`src/rtl/pixel_word_packer_if.sv`:
```
// Write-side AXI-Stream bundle between pixel_word_packer and the DRAM write stream.
// The master drives the 128-bit word, valid and tlast; the slave returns ready.
interface pixel_word_packer_if;
  logic [127:0] m_axis_data;
  logic         m_axis_valid;
  logic         m_axis_tlast;
  logic         m_axis_ready;

  modport master (
    output m_axis_data,
    output m_axis_valid,
    output m_axis_tlast,
    input  m_axis_ready
  );

  modport slave (
    input  m_axis_data,
    input  m_axis_valid,
    input  m_axis_tlast,
    output m_axis_ready
  );
endinterface

```
`src/rtl/pixel_word_packer.sv`:
```
// Packs camera pixels into 128-bit words, with frame TLAST and overflow/SOF-error recovery.
// Define PIXEL_WORD_PACKER_STATS_EN to add the frames_out/drops_out counters.
//
// state    | meaning
// ---------+--------------------------------------------------------------
// ST_IDLE  | waiting for a valid SOF pixel
// ST_PACK  | collecting pixels of the current frame into words
// ST_FLUSH | frame lost; waiting for buffer space to push a zero TLAST word
module pixel_word_packer #(
  parameter int PIXEL_WIDTH = 16,
  parameter int H_ACTIVE    = 320,
  parameter int V_ACTIVE    = 240
) (
  input  logic                   clk_in,
  input  logic                   rst_in,
  input  logic                   pixel_valid_in,
  input  logic [PIXEL_WIDTH-1:0] pixel_data_in,
  input  logic                   pixel_sof_in,
  pixel_word_packer_if.master    m_axis,
  output logic                   overflow_out,
  output logic                   frame_err_out,
  input  logic                   clr_err_in
`ifdef PIXEL_WORD_PACKER_STATS_EN
  ,
  output logic [15:0]            frames_out,
  output logic [15:0]            drops_out
`endif
);

  localparam int PPW   = 128 / PIXEL_WIDTH;
  localparam int WORDS = (H_ACTIVE * V_ACTIVE) / PPW;
  localparam int LW    = (PPW > 1) ? $clog2(PPW) : 1;
  localparam int CW    = (WORDS > 1) ? $clog2(WORDS) : 1;

  if (PIXEL_WIDTH != 8 && PIXEL_WIDTH != 16 && PIXEL_WIDTH != 32) begin : g_bad_width
    $error("pixel_word_packer: PIXEL_WIDTH must be 8, 16 or 32");
  end
  if (((H_ACTIVE * V_ACTIVE) % PPW) != 0) begin : g_bad_geom
    $error("pixel_word_packer: H_ACTIVE*V_ACTIVE must be a multiple of pixels per word");
  end

  localparam logic [1:0] ST_IDLE  = 2'd0;
  localparam logic [1:0] ST_PACK  = 2'd1;
  localparam logic [1:0] ST_FLUSH = 2'd2;

  logic [1:0]    state, state_nxt;
  logic [LW-1:0] lane, lane_nxt, cur_lane;
  logic [CW-1:0] word_cnt, cnt_nxt, cur_cnt;
  logic [127:0]  acc, word_next;

  logic [127:0]  fifo_d [2];
  logic          fifo_l [2];
  logic          wr_ptr, rd_ptr;
  logic [1:0]    count;

  logic space, pop, start, take, sof_err, word_done, last_word;
  logic push_real, push_term, push, ovf_set, push_last, m_valid;
  logic [127:0] push_data;

  assign m_valid             = (count != 2'd0);
  assign m_axis.m_axis_valid = m_valid;
  assign m_axis.m_axis_data  = fifo_d[rd_ptr];
  assign m_axis.m_axis_tlast = fifo_l[rd_ptr];

  // Space is taken from the registered count only, so ready never reaches the push path.
  always_comb begin
    cur_lane  = (state == ST_IDLE) ? '0 : lane;
    cur_cnt   = (state == ST_IDLE) ? '0 : word_cnt;
    space     = (count < 2'd2);
    pop       = m_valid && m_axis.m_axis_ready;
    start     = (state == ST_IDLE) && pixel_valid_in && pixel_sof_in;
    take      = start || ((state == ST_PACK) && pixel_valid_in && !pixel_sof_in);
    sof_err   = (state == ST_PACK) && pixel_valid_in && pixel_sof_in;
    word_done = take && (cur_lane == LW'(PPW - 1));
    last_word = (cur_cnt == CW'(WORDS - 1));
    word_next = acc;
    for (int k = 0; k < PPW; k++) begin
      if (cur_lane == LW'(k)) word_next[k*PIXEL_WIDTH +: PIXEL_WIDTH] = pixel_data_in;
    end
    push_real = word_done && space;
    ovf_set   = word_done && !space;
    push_term = (state == ST_FLUSH) && space;
    push      = push_real || push_term;
    push_data = push_term ? '0 : word_next;
    push_last = push_term || last_word;
  end

  always_comb begin
    state_nxt = state;
    lane_nxt  = lane;
    cnt_nxt   = word_cnt;
    if (take) begin
      if (word_done) begin
        lane_nxt = '0;
        cnt_nxt  = cur_cnt;
        if (!space) begin
          state_nxt = ST_FLUSH;
        end else if (last_word) begin
          state_nxt = ST_IDLE;
          cnt_nxt   = '0;
        end else begin
          state_nxt = ST_PACK;
          cnt_nxt   = cur_cnt + CW'(1);
        end
      end else begin
        state_nxt = ST_PACK;
        lane_nxt  = cur_lane + LW'(1);
        cnt_nxt   = cur_cnt;
      end
    end else if (sof_err) begin
      state_nxt = ST_FLUSH;
      lane_nxt  = '0;
    end else if (push_term) begin
      state_nxt = ST_IDLE;
    end
  end

  always_ff @(posedge clk_in or negedge rst_in) begin
    if (!rst_in) begin
      state    <= ST_IDLE;
      lane     <= '0;
      word_cnt <= '0;
      acc      <= '0;
    end else begin
      state    <= state_nxt;
      lane     <= lane_nxt;
      word_cnt <= cnt_nxt;
      if (take) acc <= word_next;
    end
  end

  always_ff @(posedge clk_in or negedge rst_in) begin
    if (!rst_in) begin
      fifo_d[0] <= '0;
      fifo_d[1] <= '0;
      fifo_l[0] <= 1'b0;
      fifo_l[1] <= 1'b0;
      wr_ptr    <= 1'b0;
      rd_ptr    <= 1'b0;
      count     <= 2'd0;
    end else begin
      if (push) begin
        fifo_d[wr_ptr] <= push_data;
        fifo_l[wr_ptr] <= push_last;
        wr_ptr         <= ~wr_ptr;
      end
      if (pop) rd_ptr <= ~rd_ptr;
      case ({push, pop})
        2'b10:   count <= count + 2'd1;
        2'b01:   count <= count - 2'd1;
        default: count <= count;
      endcase
    end
  end

  // A set event in the same cycle as clr_err_in keeps the flag set.
  always_ff @(posedge clk_in or negedge rst_in) begin
    if (!rst_in) begin
      overflow_out  <= 1'b0;
      frame_err_out <= 1'b0;
    end else begin
      if (ovf_set)         overflow_out <= 1'b1;
      else if (clr_err_in) overflow_out <= 1'b0;
      if (sof_err)         frame_err_out <= 1'b1;
      else if (clr_err_in) frame_err_out <= 1'b0;
    end
  end

`ifdef PIXEL_WORD_PACKER_STATS_EN
  always_ff @(posedge clk_in or negedge rst_in) begin
    if (!rst_in) begin
      frames_out <= '0;
      drops_out  <= '0;
    end else begin
      if (push_real && last_word) frames_out <= frames_out + 16'd1;
      if (ovf_set || sof_err)     drops_out  <= drops_out + 16'd1;
    end
  end
`endif

endmodule

```
`src/flat_wrapper.sv`:
```
// flat-port wrapper written by rule: the top's interface ports become plain ports
module pixel_word_packer_flat 
#(
  parameter int PIXEL_WIDTH = 16,
  parameter int H_ACTIVE    = 320,
  parameter int V_ACTIVE    = 240
)
  (clk_in, rst_in, pixel_valid_in, pixel_data_in, pixel_sof_in, overflow_out, frame_err_out, clr_err_in, m_axis_m_axis_data, m_axis_m_axis_valid, m_axis_m_axis_tlast, m_axis_m_axis_ready);
  pixel_word_packer_if m_axis_i ();
  input  logic clk_in;
  input  logic rst_in;
  input  logic pixel_valid_in;
  input  logic [PIXEL_WIDTH-1:0] pixel_data_in;
  input  logic pixel_sof_in;
  output logic overflow_out;
  output logic frame_err_out;
  input  logic clr_err_in;
  output wire logic [$bits(m_axis_i.m_axis_data)-1:0] m_axis_m_axis_data;
  output wire logic [$bits(m_axis_i.m_axis_valid)-1:0] m_axis_m_axis_valid;
  output wire logic [$bits(m_axis_i.m_axis_tlast)-1:0] m_axis_m_axis_tlast;
  input wire logic [$bits(m_axis_i.m_axis_ready)-1:0] m_axis_m_axis_ready;
  assign m_axis_m_axis_data = m_axis_i.m_axis_data;
  assign m_axis_m_axis_valid = m_axis_i.m_axis_valid;
  assign m_axis_m_axis_tlast = m_axis_i.m_axis_tlast;
  assign m_axis_i.m_axis_ready = m_axis_m_axis_ready;
  pixel_word_packer #(.PIXEL_WIDTH(PIXEL_WIDTH), .H_ACTIVE(H_ACTIVE), .V_ACTIVE(V_ACTIVE)) u_core (.clk_in(clk_in), .rst_in(rst_in), .pixel_valid_in(pixel_valid_in), .pixel_data_in(pixel_data_in), .pixel_sof_in(pixel_sof_in), .m_axis(m_axis_i), .overflow_out(overflow_out), .frame_err_out(frame_err_out), .clr_err_in(clr_err_in));
endmodule
```
`config.mk`:
```
export PLATFORM = sky130hd
export DESIGN_NAME = pixel_word_packer_flat
export DESIGN_NICKNAME = d
export VERILOG_FILES = /design/src/rtl/pixel_word_packer_if.sv /design/src/rtl/pixel_word_packer.sv /design/src/flat_wrapper.sv
export SDC_FILE = /design/constraint.sdc
export NUM_CORES = 1
export LEC_CHECK = 0
export BUFFER_PORTS_ARGS = -buffer_cell sky130_fd_sc_hd__buf_2
export CORE_MARGIN = 1.5
export CORE_UTILIZATION = 50
export CTS_CLUSTER_DIAMETER = 40
export DETAILED_ROUTE_END_ITERATION = 6
export GPL_ROUTABILITY_DRIVEN = 0
export PLACE_DENSITY = 0.68
export SLEW_MARGIN = 10
export SYNTH_ARGS = -nofsm -noshare
export SYNTH_HDL_FRONTEND = slang
export SYNTH_SLANG_ARGS = --single-unit
```
`constraint.sdc`:
```
create_clock -name clk_in -period 4.15 [get_ports clk_in]
set_clock_uncertainty 0.2 [all_clocks]
set_input_delay 0.2075 -clock clk_in [delete_from_list [all_inputs] [get_ports clk_in]]
set_output_delay 0.2075 -clock clk_in [all_outputs]
set_load 0.005 [all_outputs]
```
==> flow_summary.ini, run 1 <==
[synth]
postSynth.asyncResetShare_pct = 100.0
netlist.area_leader.share_pct = 53.71
ys.flop_type = dfrtp_1
synth_edf_count = 0
synth_top_family_by_area = multiplexers
yosys.area.top_type = dfrtp_1
synth_compound_area_share_pct = 5.776
synthCells = 1627
synth.most_common_cell = dfrtp_1
synth-simple-area-share_pct = 8.344
synthMuxAreaShare_pct = 28.39
synthesis.area_mm2 = 0.01915
synth_area_leaders = dfrtp_1 (54%), mux2_2 (24%), nand2_1 (6.4%)
yosys_warnings = 0
yosysSeqAreaShare_pct = 53.71
synth_commonest_cells = dfrtp_1 (411), mux2_2 (407), nand2_1 (325)
syn_avg_cell_area_um2 = 11.77
synth-seq-cells = 411
synth_fp_nets = 1657
post_synth_xor_area_fraction_pct = 0.3659
synthAdderAreaFrac_pct = 0.5227
yosysUniqueCellTypes = 53

[layout]
final_cells = 2323
nFillCells = 3096
drive_gt1_share_pct = 38.43
postLayoutCellArea_mm2 = 0.02249
syn2layout_area_growth_pct = 17.43
fin_util_pct = 59.70
finalNetCount = 1794

[detailed_routing]
drc_errors = 0
drtIter0Drc = 685
dr.pass1.iters = 5
wl_per_cell_um = 19.79
wirelength_um = 45960
dr_total_vias = 12870
vias_per_cell = 5.539
ant_nets = 0

[critical_path]
arrival_ns = 3.81
crit_start = u_core.state[0]$_DFFE_PN0P_
path_class = reg2reg
crit_fanout = 78
crit_chain = or2_2, and2_1, ha_1, ha_1, nand2_1, a211oi_2, nor2_2, nor2_4, buf_12, mux2_2
cpMostUsedCell = ha_1
r2r_cells = 10
worst_ep_required_time_ns = 4.43
r2r_start = u_core.state[0]$_DFFE_PN0P_
r2r_end = u_core.fifo_d[139]$_DFFE_PN0P_
crit_path_end = u_core.fifo_d[139]$_DFFE_PN0P_
crit_path_end_kind = flop
critPathMaxStageDelay_ns = 0.59
critical_path.slowest_cell = dfrtp_1
cp-start-kind = flop
ff2ff_setup_slack_ns = 0.62

[grt]
grt_pass1_vias = 13100
groute.usage.overall_pct = 23.91
grt_pass1_wl_um = 73060
grt-ovfl-total = 0
grt_max_degree = 122
antenna_found_initial = 1

[die]
start_util_pct = 50.84
core_mm2 = 0.03767
rows = 71
design.die.area_mm2 = 0.03948
ios = 154
die_y_um = 198.7
die_w_um = 198.7

[power]
p_leak_nw = 11.04
vdd_drop_max_uv = 505.2
powerDensity_mw_per_mm2 = 664.3

[sta]
max_slew.worst_pin.slew_ns = 0.9541
whs_ns = 0.03498
drv_slew = 0
slew_headroom_pct = 36.39
finalSetupTns_ns = 0
min_period_over_period_pct = 85.15
fmax_mhz = 283.0
setup-violations-final = 0
period_needed_ns = 3.534
final_hold_viol_count = 0
rsz0062_at_grt = no

[flow_run]
drv_cap = 0

[clock_network]
cts-root-buf = clkbuf_16
cts_tree = yes
post-cts-setup-buffers = 0
cts_resized = 0
clkTransAtPathRegs_ns = 0.06
ctsLongestPathBuffers = 3
htreeDepth = 2
clk_latency_ns = 0.60
cts.sinks = 411
cts_buffers = 58

[worst_hold_path]
worstHoldPathType = in2reg
min_path_cells = 2

[placed_design]
portBuffers = 153
placed_area_mm2 = 0.02034
dpl.hpwl_um = 27780
place_inst = 2203

[status]
status = complete, no violations
==> state kept, by name (all words and copies together), names as in the netlist <==
name and count:
u_core.word_cnt 14, u_core.lane 3, u_core.count 2, u_core.rd_ptr 1, u_core.frame_err_out 1, u_core.fifo_l 2
u_core.acc 128, u_core.wr_ptr 1, u_core.fifo_d 256, u_core.state 2, u_core.overflow_out 1
==> per-layer routing <==
layer	vias up	global-route usage, %	share of wire (%)
li1	5917	-	-
met1	6584	32.89	46
met2	302	38.67	47
met3	63	4.239	4.5
met4	0	7.351	2.0
met5	-	0	0
==> cell type report <==
cell class	instances	area (um2)	area share, %
sequential	411	10290	45.75
multi-input combinational	1092	8334	37.06
clock buffer	73	1569	6.977
timing repair buffer	192	1161	5.164
tap	511	639.4	2.843
clock inverter	34	457.9	2.036
inverter	9	33.78	0.1502
antenna	1	2.502	0.01113
==> how the worst min path moves through the flow <==
stage                                      to        startpoint  slack (ns)
2_1_floorplan       u_core.acc[0]$_DFFE_PN0N_            rst_in       -0.29
3_3_place_gp   u_core.fifo_d[252]$_DFFE_PN0P_            rst_in        0.17
3_5_place_dp   u_core.fifo_d[120]$_DFFE_PN0P_            rst_in        0.17
4_1_cts            u_core.acc[19]$_DFFE_PN0N_  pixel_data_in[3]       0.003
5_1_grt            u_core.acc[35]$_DFFE_PN0N_  pixel_data_in[3]        0.02
6_report           u_core.acc[19]$_DFFE_PN0N_  pixel_data_in[3]        0.03
==> worst max-delay path: cells and delay by family (launching register included) <==
family                     cells  cell delay [ns]
buffers and inverters          1             0.34
AOI/OAI and AO/OA              1             0.45
DFF                            1             0.59
adders and majority gates      2             0.38
muxes                          1             0.40
and+or+nand+nor                5             0.89
==> placed cells by master (no fill, tap or decap), drive strengths merged, types with 3 or more instances in the layout <==
cell type	count
a21oi	104
a22o	3
and2	13
and3	4
buf	180
bufinv	8
clkbuf	73
clkinv	12
clkinvlp	5
dfrtp	411
dlygate4sd3	12
ha	8
inv	18
mux2	481
nand2	325
nand2b	5
nand3	6
nand4	3
nor2	17
o21ai	77
or2	3
xnor2	5
xor2	3
==> power by group <==
part / internal (mW) / total (mW) / switching [mW]
sequential: 5.21 / 5.87 / 0.661
combinational: 2.07 / 3.97 / 1.91
clock: 3.21 / 5.09 / 1.88
==> logic make-up after synthesis <==
family                     after synthesis
AOI/OAI and AO/OA                      204
muxes                                  483
DFF                                    411
xor gates and xnor gates                 8
buffers and inverters                  124
adders and majority gates                8
and+or+nand+nor                        389
==> through the flow <==
step / setup slack (ns) / power (mW)
2_1_floorplan: 1.215 / 8.416
3_3_place_gp: 0.7540 / 9.738
3_5_place_dp: 0.6576 / 9.927
5_1_grt: 0.4278 / 15.79
4_1_cts: 0.6393 / 15.08
6_report: 0.6162 / 14.94
==> what timing repair did <==
| action | 4_1_cts | 5_1_grt |
|---|---|---|
| hold endpoints to repair | 131 | 0 |
| setup endpoints to repair | 0 | 0 |
| hold buffers | 12 | 0 |
(Power assumes the default switching activity.)
==> run 2: changes to the inputs <==
RECOVER_POWER = 100   (was unset)
==> flow_summary.ini, run 2 (synthesis gave the netlist of run 1 again) <==
[clock_network]
cts_buffers = 58
clkTransAtPathRegs_ns = 0.06
cts-root-buf = clkbuf_16
clk_latency_ns = 0.60
ctsLongestPathBuffers = 3
cts_tree = yes
htreeDepth = 2
post-cts-setup-buffers = 0
cts.sinks = 411

[critical_path]
crit_path_end_kind = flop
arrival_ns = 4.02
cp-start-kind = flop
critPathMaxStageDelay_ns = 0.76
critical_path.slowest_cell = clkbuf_1
worst_ep_required_time_ns = 4.42
crit_fanout = 17
path_class = reg2reg
crit_chain = or2_2, and2_0, inv_1, ha_1, nand2_1, nor2_1, clkbuf_1, mux2_2
path_delay_family = simple AND/OR/NAND/NOR gates
path_buf_inv = 2

[layout]
seqCellArea_mm2 = 0.01028
final_cell_mix = dfrtp_1 (411), mux2_2 (371), nand2_1 (325), mux2_1 (110), a21oi_1 (104)
reg_top3 = u_core.fifo_d: 256 flops, u_core.acc: 128 flops, u_core.word_cnt: 14 flops
largest_register_ffs = 256
layout_commonest_cell = dfrtp_1
fin_util_pct = 59.27
nFillCells = 3144
finalNetCount = 1794
drive_gt1_share_pct = 32.91
syn2layout_area_growth_pct = 16.58
final_cells = 2323
top_register = u_core.fifo_d
multi_input_area_mm2 = 0.008324

[sta]
slew_headroom_pct = -44.46
fmax_mhz = 267.1
period_needed_ns = 3.744
final_hold_viol_count = 0
setup-violations-final = 0
max_slew.worst_pin.slew_ns = 2.167
finalSetupTns_ns = 0
drv_slew = 258
rsz0062_at_grt = no
min_period_over_period_pct = 90.22

[power]
switching_share_pct = 29.96
p_seq_share_pct = 39.6
switchingPower_mw = 4.442
power_frac_comb_pct = 26.1
vdd_drop_max_uv = 506.9
clkPwrFrac_pct = 34.3
p_leak_nw = 10.80
total_power_mw = 14.83
p_int_mw = 10.39
powerDensity_mw_per_mm2 = 664.2

[die]
start_util_pct = 50.84
design.die.area_mm2 = 0.03948
die_y_um = 198.7
rows = 71
ios = 154
die_w_um = 198.7
core_mm2 = 0.03767

[detailed_routing]
wirelength_um = 45790
dr_total_vias = 12830
wl_per_cell_um = 19.71
drtIter0Drc = 754
dr.pass1.iters = 5
drc_errors = 0
vias_per_cell = 5.522
ant_nets = 0

[placed_design]
dpl.hpwl_um = 27780
place_inst = 2203
portBuffers = 153

[status]
status = finished with violations
violations = max-capacitance violations, max-slew violations

[grt]
grt_pass1_wl_um = 73060
grt_pass1_vias = 13100
grt_max_degree = 122
grt-ovfl-total = 0
groute.usage.overall_pct = 23.91
antenna_found_initial = 1

[worst_hold_path]
worstHoldPathType = in2reg

[flow_run]
drv_cap = 5
-- run 2: cell types whose count changed in the layout (fill, tap and decap cells not counted), moves of 8 or more --
| cell | previous run | this run |
|---|---|---|
| and2_0 | 0 | 8 |
| and2_1 | 13 | 5 |
| buf_2 | 152 | 102 |
| buf_4 | 22 | 9 |
| clkbuf_1 | 10 | 71 |
| mux2_1 | 74 | 110 |
| mux2_2 | 407 | 371 |
-- run 2: cell type report --
cell class,count,share of cell area [%]
Antenna cell,1,0.01121
Clock buffer,73,7.028
Clock inverter,34,2.051
Inverter,9,0.1513
Multi-Input combinational cell,1092,37.29
Sequential cell,411,46.07
Tap cell,511,2.864
Timing Repair Buffer,192,4.540
-- run 2: power by group through the flow --
stage	clock [mW]	sequential, mW	combinational [mW]
finish	5.09	5.87	3.87
global route	5.36	6.02	4.30
CTS	5.18	5.87	4.03
detailed placement	0	5.93	4.00
global placement	0	5.84	3.90
floorplan	0	5.66	2.75
-- run 2: path summary, 6_finish.rpt --
kind	from	to	depth (start not counted)	slack (ns)
worst max-delay path	u_core.state[0]$_DFFE_PN0P_	u_core.acc[104]$_DFFE_PN0N_	8	0.41
worst min-delay path	pixel_data_in[3]	u_core.acc[35]$_DFFE_PN0N_	2	0.03
worst max register to register	u_core.state[0]$_DFFE_PN0P_	u_core.acc[104]$_DFFE_PN0N_	8	0.41
worst min register to register	u_core.fifo_d[122]$_DFFE_PN0P_	u_core.fifo_d[122]$_DFFE_PN0P_	2	0.27
max in group asynchronous	rst_in	u_core.acc[90]$_DFFE_PN0N_	3	1.05
min in group asynchronous	rst_in	u_core.fifo_d[120]$_DFFE_PN0P_	2	0.09
-- run 2: metal layers --
metal | GRT usage (%) | part of all wire, %
met5 | 0 | 0
met2 | 38.67 | 48
met4 | 7.351 | 2.1
met1 | 32.89 | 46
met3 | 4.239 | 4.7
-- run 2: through the flow --
stage          worst slack [ns]  hold slack, ns  area [um2]
3_5_place_dp             0.6576          0.1712       20340
4_1_cts                  0.6393        0.003164       22480
5_1_grt                  0.2160         0.01810       22320
6_report                 0.4059         0.03431       22330
2_1_floorplan             1.215         -0.2881       19150
3_3_place_gp             0.7540          0.1705       20340
-- run 2: what timing repair did --
item                       CTS  global route
setup endpoints to repair    0             0
hold endpoints to repair   131             0
resized for setup            0             0
hold buffers                12             0
==> run 3: changes to the inputs <==
PLACE_DENSITY = 0.8   (was 0.68)
RECOVER_POWER = 25   (was 100)
==> flow_summary.ini, run 3 (synthesis gave the netlist of run 1 again) <==
[status]
status = finished with violations
violations = max-capacitance violations, max-slew violations

[die]
start_util_pct = 50.84
ios = 154
rows = 71
die_y_um = 198.7
die_w_um = 198.7
core_mm2 = 0.03767
design.die.area_mm2 = 0.03948

[placed_design]
portBuffers = 153
dpl.hpwl_um = 28140
place_inst = 2203

[detailed_routing]
vias_per_cell = 5.647
ant_nets = 0
wirelength_um = 46000
dr.pass1.iters = 5
dr_total_vias = 12950
drc_errors = 0
drtIter0Drc = 900
wl_per_cell_um = 20.06

[layout]
drive_gt1_share_pct = 37.93
syn2layout_area_growth_pct = 14.60
final_cells = 2293
antenna_cells = 0
top_register = u_core.fifo_d
final_cell_mix = dfrtp_1 (410), mux2_2 (407), nand2_1 (325), buf_2 (152), a21oi_1 (104)
finalNetCount = 1780
layout_commonest_cell = dfrtp_1
reg_top3 = u_core.fifo_d: 256 flops, u_core.acc: 128 flops, u_core.word_cnt: 14 flops
largest_register_ffs = 256

[clock_network]
cts.sinks = 411
htreeDepth = 2
ctsLongestPathBuffers = 3
postCtsHoldBufs = 8
cts_buffers = 48
cts_tree = yes
clk_latency_ns = 0.56
cts_resized = 0
clkTransAtPathRegs_ns = 0.06
cts-root-buf = clkbuf_16
post-cts-setup-buffers = 0

[sta]
finalSetupTns_ns = 0
min_period_over_period_pct = 86.25
slew_headroom_pct = -38.83
rsz0062_at_grt = no
period_needed_ns = 3.579
drv_slew = 49
final_hold_viol_count = 0
setup-violations-final = 0
fmax_mhz = 279.4
max_slew.worst_pin.slew_ns = 2.082

[critical_path]
crit_fanout = 85
arrival_ns = 3.81
path_delay_family = simple AND/OR/NAND/NOR gates
critical_path.slowest_cell = dfrtp_1
crit_chain = or2_2, and2_1, ha_1, ha_1, nand2_1, a211oi_2, nor2_2, nor2_4, buf_12, mux2_2
crit_cells = 10
cpMostUsedCell = ha_1
crit_path_end_kind = flop
path_buf_inv = 1
critPathMaxStageDelay_ns = 0.60
worst_ep_required_time_ns = 4.38
r2r_cells = 10
path_class = reg2reg
cp-start-kind = flop

[power]
vdd_drop_max_uv = 398.9
powerDensity_mw_per_mm2 = 638.3
p_leak_nw = 10.79

[worst_hold_path]
worstHoldPathType = in2reg
min_path_cells = 2

[flow_run]
drv_cap = 1

[grt]
gr-usage-met2_pct = 39.50
grt_pass1_wl_um = 72840
use_met3_pct = 3.577
top_usage_layer = met2
grt_pass1_vias = 13320
grt-ovfl-total = 0
use_met1_pct = 31.30
grt_max_degree = 128
antenna_found_initial = 0
groute.usage.overall_pct = 23.63
[run 3: cell types whose count changed in the layout (fill, tap and decap cells not counted), sizes merged]
cell and change:
clkinv -4, dlygate4sd3 -4, inv -2, diode -1
clkbuf -77, dlymetal6s4s +1, clkinvlp +1, buf +62
bufinv -6
[run 3: final timing paths]
kind	start	to	slack [ns]
worst max-delay path	u_core.state[0]$_DFFE_PN0P_	u_core.fifo_d[197]$_DFFE_PN0P_	0.57
worst min register to register	u_core.fifo_d[255]$_DFFE_PN0P_	u_core.fifo_d[255]$_DFFE_PN0P_	0.27
min in group asynchronous	rst_in	u_core.fifo_d[29]$_DFFE_PN0P_	0.12
worst max register to register	u_core.state[0]$_DFFE_PN0P_	u_core.fifo_d[197]$_DFFE_PN0P_	0.57
worst min-delay path	pixel_data_in[3]	u_core.acc[19]$_DFFE_PN0N_	0.04
max in group asynchronous	rst_in	u_core.acc[96]$_DFFE_PN0N_	0.95
[run 3: worst register-to-register path, delay by kind of cell, from the launching register on]
kind | cells | cell delay [ns]
AO/OA/AOI/OAI | 1 | 0.47
adder cells (fa/ha/maj) | 2 | 0.38
multiplexers | 1 | 0.46
flip-flops | 1 | 0.60
buffers and inverters | 1 | 0.44
AND/OR/NAND/NOR | 5 | 0.89
[run 3: stage by stage]
stage	setup WS (ns)	total power, mW	hold slack, ns	utilization, %	area, um2
final	0.5706	14.01	0.04240	58.26	21940
after CTS	0.6102	14.11	0.02051	58.36	21980
after global placement	0.7724	9.737	0.1913	54.06	20360
after floorplan	1.215	8.416	-0.2881	-	19150
after global routing	0.3341	14.77	0.03097	58.26	21940
after detailed placement	0.6582	9.976	0.2053	54.06	20360
[run 3: layer usage]
| layer | share of wire [%] | vias up |
|---|---|---|
| li1 | - | 5862 |
| met1 | 42 | 6624 |
| met2 | 50 | 374 |
| met3 | 5.1 | 88 |
| met4 | 2.9 | 0 |
| met5 | 0 | - |
[run 3: where the power goes]
part / internal [mW] / total [mW] / switching (mW) / leakage (nW)
clock: 2.40 / 4.09 / 1.68 / 0.746
combinational: 2.07 / 4.02 / 1.95 / 4.50
sequential: 5.21 / 5.90 / 0.686 / 5.55
total: 9.69 / 14.0 / 4.32 / 10.8
[run 3: cell type report]
| class | instances | area [um2] |
|---|---|---|
| Fill cell | 3009 | 15720 |
| Clock buffer | 59 | 1324 |
| Sequential cell | 411 | 10290 |
| Tap cell | 511 | 639.4 |
| Inverter | 9 | 33.78 |
| Timing Repair Buffer | 188 | 1109 |
| Multi-Input combinational cell | 1092 | 8334 |
| Clock inverter | 23 | 216.5 |
